===== src/rtl/at_row_alloc.sv =====
// Allocation-tree row responder: buddy allocation and release on per-row 8-slot
// bitmaps, returning the allocated offset and the row's refreshed availability vector.
module at_row_alloc #(
    parameter int ID_W  = 4,
    parameter int ROW_W = 6
) (
    input  logic             clk,
    input  logic             rst,
    input  logic             alloc_valid_in,
    input  logic [ID_W-1:0]  alloc_id_in,
    input  logic [ROW_W-1:0] alloc_row_in,
    input  logic [1:0]       alloc_size_in,
    input  logic             free_valid_in,
    output logic             free_ready_out,
    input  logic [ROW_W-1:0] free_row_in,
    input  logic [2:0]       free_offset_in,
    input  logic [1:0]       free_size_in,
    output logic             alloc_rsp_valid_out,
    output logic [ID_W-1:0]  alloc_rsp_id_out,
    output logic [ROW_W-1:0] alloc_rsp_row_out,
    output logic [2:0]       alloc_rsp_offset_out,
    output logic             alloc_rsp_fail_out,
    output logic             free_err_out,
    output logic             fdt_update_valid_out,
    output logic [ROW_W-1:0] fdt_update_idx_out,
    output logic [3:0]       fdt_update_bit_sequence_out
);
    localparam int ROWS = 2 ** ROW_W;

    // Handshake: alloc has no backpressure and is taken whenever alloc_valid_in is
    // high; a free transfers only in a cycle where free_valid_in && free_ready_out.
    assign free_ready_out = !alloc_valid_in && !rst;

    logic [7:0]       mem [ROWS];
    logic             s0_valid;
    logic             s0_alloc;
    logic [ID_W-1:0]  s0_id;
    logic [ROW_W-1:0] s0_row;
    logic [1:0]       s0_size;
    logic [2:0]       s0_offset;

    always_ff @(posedge clk) begin
        if (rst) begin
            s0_valid  <= 1'b0;
            s0_alloc  <= 1'b0;
            s0_id     <= '0;
            s0_row    <= '0;
            s0_size   <= '0;
            s0_offset <= '0;
        end else begin
            s0_valid <= alloc_valid_in || free_valid_in;
            s0_alloc <= alloc_valid_in;
            if (alloc_valid_in) begin
                s0_id     <= alloc_id_in;
                s0_row    <= alloc_row_in;
                s0_size   <= alloc_size_in;
                s0_offset <= '0;
            end else if (free_valid_in) begin
                s0_id     <= '0;
                s0_row    <= free_row_in;
                s0_size   <= free_size_in;
                s0_offset <= free_offset_in;
            end
        end
    end

    logic [7:0] cur;
    logic [7:0] base;
    logic [7:0] next_bm;
    logic [2:0] align;
    logic [2:0] pick;
    logic       found;
    logic       err;
    logic [3:0] seq;

    always_comb begin
        cur   = mem[s0_row];
        base  = 8'hFF;
        align = 3'd7;
        case (s0_size)
            2'd0: begin base = 8'h01; align = 3'd0; end
            2'd1: begin base = 8'h03; align = 3'd1; end
            2'd2: begin base = 8'h0F; align = 3'd3; end
            default: begin base = 8'hFF; align = 3'd7; end
        endcase
        // Descending scan so the lowest fitting aligned candidate is the last one kept.
        found = 1'b0;
        pick  = 3'd0;
        for (int i = 7; i >= 0; i--) begin
            if (((3'(i) & align) == 3'd0) && ((cur & (base << 3'(i))) == 8'h00)) begin
                found = 1'b1;
                pick  = 3'(i);
            end
        end
        // Shifting within 8 bits clips a misaligned free at slot 7.
        err = ((cur & (base << s0_offset)) != (base << s0_offset)) ||
              ((s0_offset & align) != 3'd0);
        if (s0_alloc) begin
            next_bm = found ? (cur | (base << pick)) : cur;
        end else begin
            next_bm = cur & ~(base << s0_offset);
        end
        seq[0] = &next_bm;
        seq[1] = (|next_bm[1:0]) && (|next_bm[3:2]) && (|next_bm[5:4]) && (|next_bm[7:6]);
        seq[2] = (|next_bm[3:0]) && (|next_bm[7:4]);
        seq[3] = |next_bm;
    end

    always_ff @(posedge clk) begin
        if (rst) begin
            for (int r = 0; r < ROWS; r++) begin
                mem[r] <= '0;
            end
            alloc_rsp_valid_out         <= 1'b0;
            alloc_rsp_id_out            <= '0;
            alloc_rsp_row_out           <= '0;
            alloc_rsp_offset_out        <= '0;
            alloc_rsp_fail_out          <= 1'b0;
            free_err_out                <= 1'b0;
            fdt_update_valid_out        <= 1'b0;
            fdt_update_idx_out          <= '0;
            fdt_update_bit_sequence_out <= '0;
        end else begin
            alloc_rsp_valid_out  <= s0_valid && s0_alloc;
            fdt_update_valid_out <= s0_valid;
            free_err_out         <= s0_valid && !s0_alloc && err;
            if (s0_valid) begin
                mem[s0_row]                 <= next_bm;
                fdt_update_idx_out          <= s0_row;
                fdt_update_bit_sequence_out <= seq;
                if (s0_alloc) begin
                    alloc_rsp_id_out     <= s0_id;
                    alloc_rsp_row_out    <= s0_row;
                    alloc_rsp_offset_out <= found ? pick : 3'd0;
                    alloc_rsp_fail_out   <= !found;
                end
            end
        end
    end
endmodule


===== config.mk =====
export PLATFORM = sky130hd
export DESIGN_NAME = at_row_alloc
export DESIGN_NICKNAME = d
export VERILOG_FILES = /design/src/rtl/at_row_alloc.sv
export SDC_FILE = /design/constraint.sdc
export NUM_CORES = 1
export LEC_CHECK = 0
export ABC_CLOCK_PERIOD_IN_PS = 5200
export CORE_MARGIN = 1.5
export CORE_UTILIZATION = 35
export DETAILED_ROUTE_END_ITERATION = 8
export SYNTH_ARGS = -nofsm -noshare
export SYNTH_HDL_FRONTEND = slang
export SYNTH_SLANG_ARGS = --single-unit
export TNS_END_PERCENT = 5

===== constraint.sdc =====
create_clock -name clk -period 5.2 [get_ports clk]
set_clock_uncertainty 0.15 [all_clocks]
set_input_delay 0.78 -clock clk [delete_from_list [all_inputs] [get_ports clk]]
set_output_delay 0.78 -clock clk [all_outputs]
set_load 0.005 [all_outputs]

# == Word level (Yosys, flattened, before mapping) ==
# Memories as Yosys holds them, arrays and structs flattened. A register that Yosys moved wholly into a read port is not among the register bits.
# Cells that the tools add are included.
# totals
regBits,44
ramBits,512
inputBits,27
output_inout_bits,28
wordCells,121
memories,1
# op_classes
eq_ne,3
shifts,2
n_mux,37
bitwise,13
reduce_logical,50
# memory_table
memory,words,word_bits,read_ports,rd_ports_with_merged_regs,write_ports,line_no,source
mem,64,8,1,1,64,34,logic [7:0] mem [ROWS];
# op_table
op,n
AND 8 bit,10
zero test 8 bit,8
two-way mux 6 bit,5
two-way mux 3 bit,9
two-way mux 8 bit,3
one-hot mux 8 bit (3 select lines),1
zero test 3 bit,7
OR reduction 8 bit,2
<< shifter 8 x 3 -> 8 bit,2
logical AND 1 bit,15
two-way mux 1 bit,14
OR reduction 2 bit,5
one-hot mux 3 bit (3 select lines),1
two-way mux 4 bit,2
!= test 8 bit,1
inverter 8 bit,1
OR 8 bit,1
AND reduction 8 bit,1
OR reduction 4 bit,2
zero test 1 bit,4
two-way mux 2 bit,2
AND 3 bit,1
nonzero test 3 bit,1
== test 2 x 1 -> 1 bit (second input constant),1
5 further kinds,6

# == Longest topological paths before layout ==
# Gate-level depths: netlist of the first run.
# depth
depth_word,21
ltp_mapped,17

# == Least setup slack after synthesis of the first run ==
# No wires, ideal clock.
# synth_path
path_kind,register to register
from,register with a tool-made name
to,"memory mem[14][7], data pin"
setup_ps,264
t_arrival_ps,3361
setup_slack_ps,1426
stages_incl_launch_ff,16
synth_period_minus_slack_ps,3774
cell_sequence,dfxtp_1 buf_6 buf_6 buf_6 mux4_2 mux4_2 o21ai_1 a21oi_1 a41o_1 o211a_1 nor3_1 o31ai_1 a31oi_1 buf_2 buf_4 nor2_1
# synth_lines
element,line_no
to (decl),34

==> metrics.txt, run 1 <==
# TYPE chip_impl_metric gauge
chip_impl_metric{name="number_of_synthesized_register_bits",unit=""} 562
chip_impl_metric{name="postPlaceCellArea",unit="um^2"} 27300
chip_impl_metric{name="share_seq_of_total_power",unit=""} 0.477
chip_impl_metric{name="cts_inserted_buffers",unit=""} 57
chip_impl_metric{name="reg2regPathDepth",unit=""} 11
chip_impl_metric{name="timing_worst_slew_pin_value",unit="ns"} 0.995
chip_impl_metric{name="gpl.final_weighted_congestion",unit=""} 0.852
chip_impl_info{name="yosys_most_used_dff",value="sky130_fd_sc_hd__edfxtp_1"} 1
chip_impl_metric{name="setup-violations-final",unit=""} 0
chip_impl_metric{name="cts_hold_buf",unit=""} 0
chip_impl_metric{name="fp.coreArea",unit="um^2"} 71500
chip_impl_metric{name="finished_layout_cell_area",unit="um^2"} 29200
chip_impl_metric{name="nFillCells",unit=""} 6516
chip_impl_metric{name="fp-row-count",unit=""} 98
chip_impl_info{name="grt_setup_unrepaired",value="false"} 1
chip_impl_metric{name="detailedRoute.firstIterationViolations",unit=""} 1654
chip_impl_info{name="critical_path.startpoint_type",value="flop"} 1
chip_impl_metric{name="timing_max_transition_violations_final",unit=""} 0
chip_impl_metric{name="wire_length_after_detailed_routing",unit="um"} 66900
chip_impl_metric{name="design_power_total",unit="W"} 0.0108
chip_impl_metric{name="vdd_ir_drop_max",unit="V"} 0.000295
chip_impl_metric{name="drt-pass1-iter-count",unit=""} 5
chip_impl_info{name="cts_tree",value="yes"} 1
chip_impl_metric{name="post_route_cells_drive_above_1_share",unit=""} 0.192
chip_impl_metric{name="stdcell_count",unit=""} 2928
chip_impl_metric{name="num_antenna_cells",unit=""} 0
chip_impl_info{name="worstPathCellList",value="buf_12 > mux4_2 > mux4_2 > o221ai_1 > o22ai_1 > o21ai_1 > nand3_4 > o211a_1 > o31ai_4 > buf_4 > nor2_1"} 1
chip_impl_info{name="largest_delay_contributor_family_on_the_critical_path",value="compound AO/OA/AOI/OAI gates"} 1
chip_impl_metric{name="share_of_async_settable_or_async_resettable_flops_after_synthesis",unit=""} 0
chip_impl_metric{name="die_h",unit="um"} 272
chip_impl_metric{name="yosys_warning_count",unit=""} 0
chip_impl_metric{name="setup-tns-final",unit="ns"} 0
chip_impl_metric{name="power.leakage",unit="nW"} 9.86
chip_impl_metric{name="edff_count_synth",unit=""} 512
chip_impl_metric{name="relSlewSlack",unit=""} 0.335
chip_impl_metric{name="sequential_cell_area",unit="um^2"} 16400
chip_impl_info{name="layout.cells.most_common",value="sky130_fd_sc_hd__nor2_1"} 1
chip_impl_info{name="holdPathEnd",value="alloc_rsp_id_out[1]$_SDFFE_PP0P_"} 1
chip_impl_metric{name="cts.repair_timing.setup_buffer_count",unit=""} 0
chip_impl_info{name="cp_slowest_cell",value="sky130_fd_sc_hd__mux4_2"} 1
chip_impl_metric{name="first_global_vias",unit=""} 15800
chip_impl_metric{name="avgRoutedWirePerCell",unit="um"} 22.8
chip_impl_metric{name="fmaxAchievable",unit="GHz"} 0.205
chip_impl_metric{name="route.antenna.remaining_nets",unit=""} 0
chip_impl_metric{name="grt.total_usage",unit=""} 0.181
chip_impl_metric{name="dieArea",unit="um^2"} 73800
chip_impl_metric{name="setup_slack_at_placement",unit="ns"} 0.361
chip_impl_metric{name="grt-ovfl-total",unit=""} 0
chip_impl_info{name="layout_common_cells",value="579 x sky130_fd_sc_hd__nor2_1, 512 x sky130_fd_sc_hd__edfxtp_1, 143 x sky130_fd_sc_hd__mux4_2"} 1
chip_impl_metric{name="numPlacedInstances",unit=""} 2820
chip_impl_metric{name="die_width",unit="um"} 272
chip_impl_info{name="hold_class",value="flop to flop"} 1
chip_impl_metric{name="p_clk_frac",unit=""} 0.399
chip_impl_info{name="worstReg2RegEnd",value="mem[40][2]$_SDFFCE_PN0P_"} 1
chip_impl_info{name="min-delay-start",value="s0_id[1]$_SDFFE_PP0N_"} 1
chip_impl_metric{name="clock_sinks",unit=""} 562
chip_impl_metric{name="clkSlewWorstSetupHoldPaths",unit="ns"} 0.06
chip_impl_metric{name="syn_nets",unit=""} 1885
chip_impl_metric{name="ys_types",unit=""} 67
chip_impl_metric{name="synth.cell_area",unit="um^2"} 25200
chip_impl_metric{name="finalCritPeriodShare",unit=""} 0.936
chip_impl_metric{name="clkLatencyLatePin",unit="ns"} 0.62
chip_impl_info{name="crit_path_frequent_cell",value="sky130_fd_sc_hd__mux4_2"} 1
chip_impl_metric{name="max_stage_delay",unit="ns"} 0.56
chip_impl_metric{name="numPortBuffers",unit=""} 54
chip_impl_metric{name="setup.reg_to_reg.worst_slack",unit="ns"} 0.33
chip_impl_metric{name="worst_hold_path.num_cells",unit=""} 2
chip_impl_metric{name="crit_arrival",unit="ns"} 5.06
chip_impl_metric{name="post_cts_resize_count",unit=""} 0
chip_impl_metric{name="floorplan.initialDensity",unit=""} 0.353
chip_impl_metric{name="grt_antenna_before_repair",unit=""} 1
chip_impl_metric{name="worstPathRequired",unit="ns"} 5.40
chip_impl_info{name="status",value="finished, final reports clean"} 1
chip_impl_metric{name="layout_min_cycle_time",unit="ns"} 4.87
chip_impl_metric{name="ys_seq_area_frac",unit=""} 0.649
chip_impl_metric{name="max_cap_violations",unit=""} 0
chip_impl_metric{name="syn-mean-instance-area",unit="um^2"} 13.6
chip_impl_metric{name="cts-htree-levels",unit=""} 2
chip_impl_metric{name="wp_buf_inv",unit=""} 2
chip_impl_metric{name="grt_start_max_net_pins",unit=""} 79
chip_impl_metric{name="power_frac_comb",unit=""} 0.124
chip_impl_metric{name="combined_area_of_the_multi_input_logic_cells",unit="um^2"} 8150
chip_impl_info{name="worst-setup-path-type",value="flop to flop"} 1
chip_impl_metric{name="synthToLayoutAreaGrowth",unit="%"} 15.8
chip_impl_metric{name="cts-root-to-sink-buffers",unit=""} 3
chip_impl_metric{name="netlist_instances",unit=""} 1858
chip_impl_metric{name="total_switching_power",unit="W"} 0.00273
chip_impl_metric{name="hpwl",unit="um"} 43500
chip_impl_metric{name="io_pins",unit=""} 55
chip_impl_metric{name="power_per_cell_area",unit="nW/um^2"} 370
chip_impl_metric{name="final_net_count",unit=""} 1956
chip_impl_metric{name="post-route-worst-setup-slack",unit="ns"} 0.332
chip_impl_metric{name="internal_power",unit="W"} 0.00808
chip_impl_info{name="timing.critical_path.to_type",value="flop"} 1
chip_impl_info{name="clock-root-buffer",value="sky130_fd_sc_hd__clkbuf_16"} 1
chip_impl_metric{name="detail_route.vias_per_cell",unit=""} 5.39
chip_impl_metric{name="grt_first_pass_wirelength",unit="um"} 101000
chip_impl_metric{name="post-route-drc-count",unit=""} 0
chip_impl_metric{name="p_sw_frac",unit=""} 0.253
chip_impl_metric{name="cp_max_fo",unit=""} 40
chip_impl_metric{name="via_count",unit=""} 15800
chip_impl_metric{name="hold_viol",unit=""} 0
[stage by stage]
stage / utilization / hold slack [ns]
floorplan: - / 0.277
global placement: 0.381 / 0.288
detailed placement: 0.381 / 0.294
CTS: 0.409 / 0.302
global route: 0.409 / 0.325
finish: 0.409 / 0.302
[worst max path at each step]
stage                     slack (ns)                        to  start  depth (start not counted)
final                           0.33  mem[40][2]$_SDFFCE_PN0P_   flop                         11
after CTS                       0.35  mem[46][7]$_SDFFCE_PN0P_   flop                         14
after detailed placement        0.36  mem[40][2]$_SDFFCE_PN0P_   flop                         12
after global placement          0.44   mem[1][7]$_SDFFCE_PN0P_   flop                         12
after floorplan                 1.43  mem[14][7]$_SDFFCE_PN0P_   flop                         15
after global routing            0.12  mem[46][7]$_SDFFCE_PN0P_   flop                         13
[cells in the mapped netlist, drive strengths merged (7+ instances only)]
master | n | area share
a211oi | 12 | 0.0036
a21oi | 39 | 0.0080
and2 | 12 | 0.0030
buf | 98 | 0.024
clkbuf | 42 | 0.0062
dfxtp | 50 | 0.040
edfxtp | 512 | 0.61
inv | 12 | 0.0018
mux2 | 14 | 0.0062
mux2i | 28 | 0.012
mux4 | 143 | 0.13
nand2 | 120 | 0.018
nand2b | 70 | 0.017
nor2 | 581 | 0.087
nor2b | 8 | 0.0020
nor3 | 16 | 0.0036
nor3b | 7 | 0.0021
o21ai | 11 | 0.0023
o221ai | 10 | 0.0035
o22ai | 10 | 0.0030
[state kept, by name, indices dropped and copies added (netlist names), named ones only]
signal / cells
s0_size: 2
fdt_update_bit_sequence_out: 4
fdt_update_idx_out: 6
alloc_rsp_id_out: 4
s0_alloc: 1
alloc_rsp_valid_out: 1
free_err_out: 1
alloc_rsp_row_out: 6
mem: 512
s0_id: 4
fdt_update_valid_out: 1
s0_offset: 3
alloc_rsp_fail_out: 1
alloc_rsp_offset_out: 3
s0_valid: 1
s0_row: 6
[worst reg2reg max path: cells and delay by family (launching register included)]
| kind | cells | cell delay [ns] |
|---|---|---|
| buf+inv | 2 | 0.80 |
| compound gates | 5 | 1.75 |
| mux | 2 | 1.11 |
| simple gates | 2 | 0.29 |
| flops | 1 | 0.51 |
[routing by layer]
metal,vias to the layer above,track usage,routed length [um]
met4,0,0.0478,1720
met3,108,0.0264,4410
li1,6928,-,-
met2,579,0.300,32700
met1,8159,0.250,28100
met5,-,0,0
[cell type report]
cell class,instances,share of cell area
Timing Repair Buffer,152,0.0509
Clock inverter,41,0.0154
Clock buffer,67,0.0522
Sequential cell,562,0.561
Multi-Input combinational cell,1144,0.279
Tap cell,950,0.0407
Inverter,12,0.00154
[logic make-up (layout without fill, tap and decap cells)]
logic type / after synthesis / after routing / share of synthesized area
flops: 562 / 562 / 0.649
fa+ha+maj: 2 / 2 / 0.000842
mux: 185 / 185 / 0.145
simple gates: 837 / 837 / 0.139
compound gates: 120 / 120 / 0.0344
buf+inv: 152 / 272 / 0.0320
[power by group through the flow]
stage	registers [W]	clock network (W)	logic (W)
6_report	0.00515	0.00431	0.00135
5_1_grt	0.00517	0.00454	0.00143
4_1_cts	0.00516	0.00437	0.00135
3_5_place_dp	0.00525	0	0.00135
3_3_place_gp	0.00524	0	0.00133
2_1_floorplan	0.00520	0	0.000894
(Power assumes the default switching activity.)
==> run 2: changes to the inputs <==
CTS_BUF_LIST = sky130_fd_sc_hd__clkbuf_2   (was unset)
==> run 2 against run 1 <==
Compared with the run above:
- first-iteration DRC count down 3.0%
- via count up 3.2%
- hold slack worse by 0.12 ns
- largest power group unchanged
==> metrics.txt, run 2 (same netlist as run 1, synthesis figures left out) <==
# TYPE chip_impl_metric gauge
chip_impl_info{name="status",value="finished, final reports clean"} 1
chip_impl_info{name="grt_setup_unrepaired",value="false"} 1
chip_impl_metric{name="cts_inserted_buffers",unit=""} 146
chip_impl_metric{name="design_power_total",unit="W"} 0.00944
chip_impl_metric{name="vdd_ir_drop_max",unit="V"} 0.000185
chip_impl_metric{name="fp.coreArea",unit="um^2"} 71500
chip_impl_metric{name="drt-pass1-iter-count",unit=""} 7
chip_impl_metric{name="finalCritPeriodShare",unit=""} 0.946
chip_impl_metric{name="route.antenna.remaining_nets",unit=""} 0
chip_impl_metric{name="power_per_cell_area",unit="nW/um^2"} 329
chip_impl_metric{name="gpl.final_weighted_congestion",unit=""} 0.852
chip_impl_metric{name="grt-ovfl-total",unit=""} 0
chip_impl_metric{name="wp_buf_inv",unit=""} 2
chip_impl_info{name="critical_path.startpoint_type",value="flop"} 1
chip_impl_metric{name="synthToLayoutAreaGrowth",unit="%"} 13.5
chip_impl_metric{name="max_cap_violations",unit=""} 0
chip_impl_metric{name="cts.repair_timing.setup_buffer_count",unit=""} 0
chip_impl_metric{name="crit_arrival",unit="ns"} 5.69
chip_impl_metric{name="hold_viol",unit=""} 0
chip_impl_metric{name="fp-row-count",unit=""} 98
chip_impl_metric{name="clkLatencyLatePin",unit="ns"} 1.26
chip_impl_metric{name="cp_max_fo",unit=""} 40
chip_impl_metric{name="floorplan.initialDensity",unit=""} 0.353
chip_impl_metric{name="worstPathRequired",unit="ns"} 5.97
chip_impl_metric{name="setup-violations-final",unit=""} 0
chip_impl_metric{name="utilization",unit=""} 0.401
chip_impl_metric{name="grt_start_max_net_pins",unit=""} 79
chip_impl_metric{name="post_route_cells_drive_above_1_share",unit=""} 0.242
chip_impl_metric{name="via_count",unit=""} 16300
chip_impl_metric{name="clock_sinks",unit=""} 562
chip_impl_info{name="layout_common_cells",value="579 x sky130_fd_sc_hd__nor2_1, 512 x sky130_fd_sc_hd__edfxtp_1, 224 x sky130_fd_sc_hd__clkbuf_2"} 1
chip_impl_metric{name="clkSlewWorstSetupHoldPaths",unit="ns"} 0.11
chip_impl_info{name="cts_tree",value="yes"} 1
chip_impl_metric{name="max_stage_delay",unit="ns"} 0.56
chip_impl_info{name="hold_class",value="input port to flop"} 1
chip_impl_metric{name="largest_register_ffs",unit=""} 512
chip_impl_info{name="crit_path_frequent_cell",value="sky130_fd_sc_hd__mux4_2"} 1
chip_impl_metric{name="final_net_count",unit=""} 2060
chip_impl_metric{name="timing_max_transition_violations_final",unit=""} 0
chip_impl_info{name="layout.cells.most_common",value="sky130_fd_sc_hd__nor2_1"} 1
chip_impl_info{name="clock-root-buffer",value="sky130_fd_sc_hd__clkbuf_2"} 1
chip_impl_metric{name="grt_first_pass_wirelength",unit="um"} 103000
chip_impl_metric{name="dieArea",unit="um^2"} 73800
chip_impl_metric{name="timing_worst_slew_pin_value",unit="ns"} 1.04
chip_impl_metric{name="die_h",unit="um"} 272
chip_impl_info{name="worstPathCellList",value="buf_12 > mux4_2 > mux4_2 > o221ai_1 > o22ai_1 > o21ai_1 > nand3_4 > o211a_1 > o31ai_4 > buf_4 > nor2_1"} 1
chip_impl_metric{name="detailedRoute.firstIterationViolations",unit=""} 1604
chip_impl_metric{name="fmaxAchievable",unit="GHz"} 0.203
chip_impl_metric{name="setup-tns-final",unit="ns"} 0
chip_impl_metric{name="numPortBuffers",unit=""} 54
chip_impl_metric{name="die_width",unit="um"} 272
chip_impl_info{name="cp_slowest_cell",value="sky130_fd_sc_hd__mux4_2"} 1
chip_impl_info{name="largest_register_by_flop_count",value="mem"} 1
chip_impl_metric{name="wire_length_after_detailed_routing",unit="um"} 67800
chip_impl_info{name="timing.critical_path.to_type",value="flop"} 1
chip_impl_metric{name="grt.total_usage",unit=""} 0.186
chip_impl_metric{name="io_pins",unit=""} 55
chip_impl_metric{name="hpwl",unit="um"} 43500
chip_impl_metric{name="cts-htree-levels",unit=""} 4
chip_impl_info{name="largest_delay_contributor_family_on_the_critical_path",value="compound AO/OA/AOI/OAI gates"} 1
chip_impl_metric{name="grt_antenna_before_repair",unit=""} 2
chip_impl_metric{name="detail_route.vias_per_cell",unit=""} 5.27
chip_impl_info{name="worst-setup-path-type",value="flop to flop"} 1
chip_impl_metric{name="worst_hold_slack",unit="ns"} 0.180
chip_impl_metric{name="avgRoutedWirePerCell",unit="um"} 22.0
chip_impl_metric{name="post-route-drc-count",unit=""} 0
chip_impl_metric{name="cts-root-to-sink-buffers",unit=""} 3
chip_impl_metric{name="power.leakage",unit="nW"} 9.97
chip_impl_metric{name="first_global_vias",unit=""} 16500
chip_impl_metric{name="layout_min_cycle_time",unit="ns"} 4.92
chip_impl_metric{name="relSlewSlack",unit=""} 0.308
## run 2: cell type report
class | count | area (um^2)
fillers | 6741 | 42800
flip-flops and latches | 562 | 16400
clock buffers | 224 | 1120
multi-input cells | 1144 | 8150
inverters | 12 | 45.0
well taps | 950 | 1190
diodes | 1 | 2.50
repair buffers | 167 | 1640
clock inverters | 26 | 126
## run 2: metal layers
layer | vias up | wire length [um] | global-route usage
met1 | 8292 | 28000 | 0.246
met5 | - | 0 | 0
li1 | 7216 | - | -
met4 | 0 | 1780 | 0.0686
met2 | 648 | 33100 | 0.299
met3 | 118 | 4910 | 0.0425
## run 2: where the power goes
| group | switching, W | total (W) | internal (W) |
|---|---|---|---|
| Sequential | 0.0000812 | 0.00515 | 0.00507 |
| Combinational | 0.000892 | 0.00136 | 0.000466 |
| Clock | 0.00176 | 0.00294 | 0.00118 |
| Total | 0.00273 | 0.00944 | 0.00671 |
## run 2: tightest hold or removal path: stages
cell and delay [ns]:
sky130_fd_sc_hd__clkdlybuf4s50_1 0.46, sky130_fd_sc_hd__mux2i_1 0.06, sky130_fd_sc_hd__nor2_1 0.08, sky130_fd_sc_hd__a21oi_1 0.06
sky130_fd_sc_hd__nor2_1 0.07
## run 2: repair_timing
item,CTS,global route
gates resized for setup,0,0
endpoints found under the hold margin,37,0
hold buffers,15,0
## run 2: final timing paths
path,from,to,slack [ns],depth (start not counted)
worst min-delay path,free_size_in[0],s0_size[0]$_SDFFE_PP0N_,0.18,5
worst max register to register,flop,mem[32][2]$_SDFFCE_PN0P_,0.28,11
worst max-delay path,flop,mem[32][2]$_SDFFCE_PN0P_,0.28,11
worst min register to register,s0_id[2]$_SDFFE_PP0N_,alloc_rsp_id_out[2]$_SDFFE_PP0P_,0.30,2
## run 2: stage by stage
step	worst slack, ns	area (um^2)	cells
floorplan	1.43	25200	1858
global placement	0.438	27300	2820
detailed placement	0.361	27300	2820
CTS	0.294	28700	3085
global route	0.0914	28700	3086
finish	0.280	28700	3086
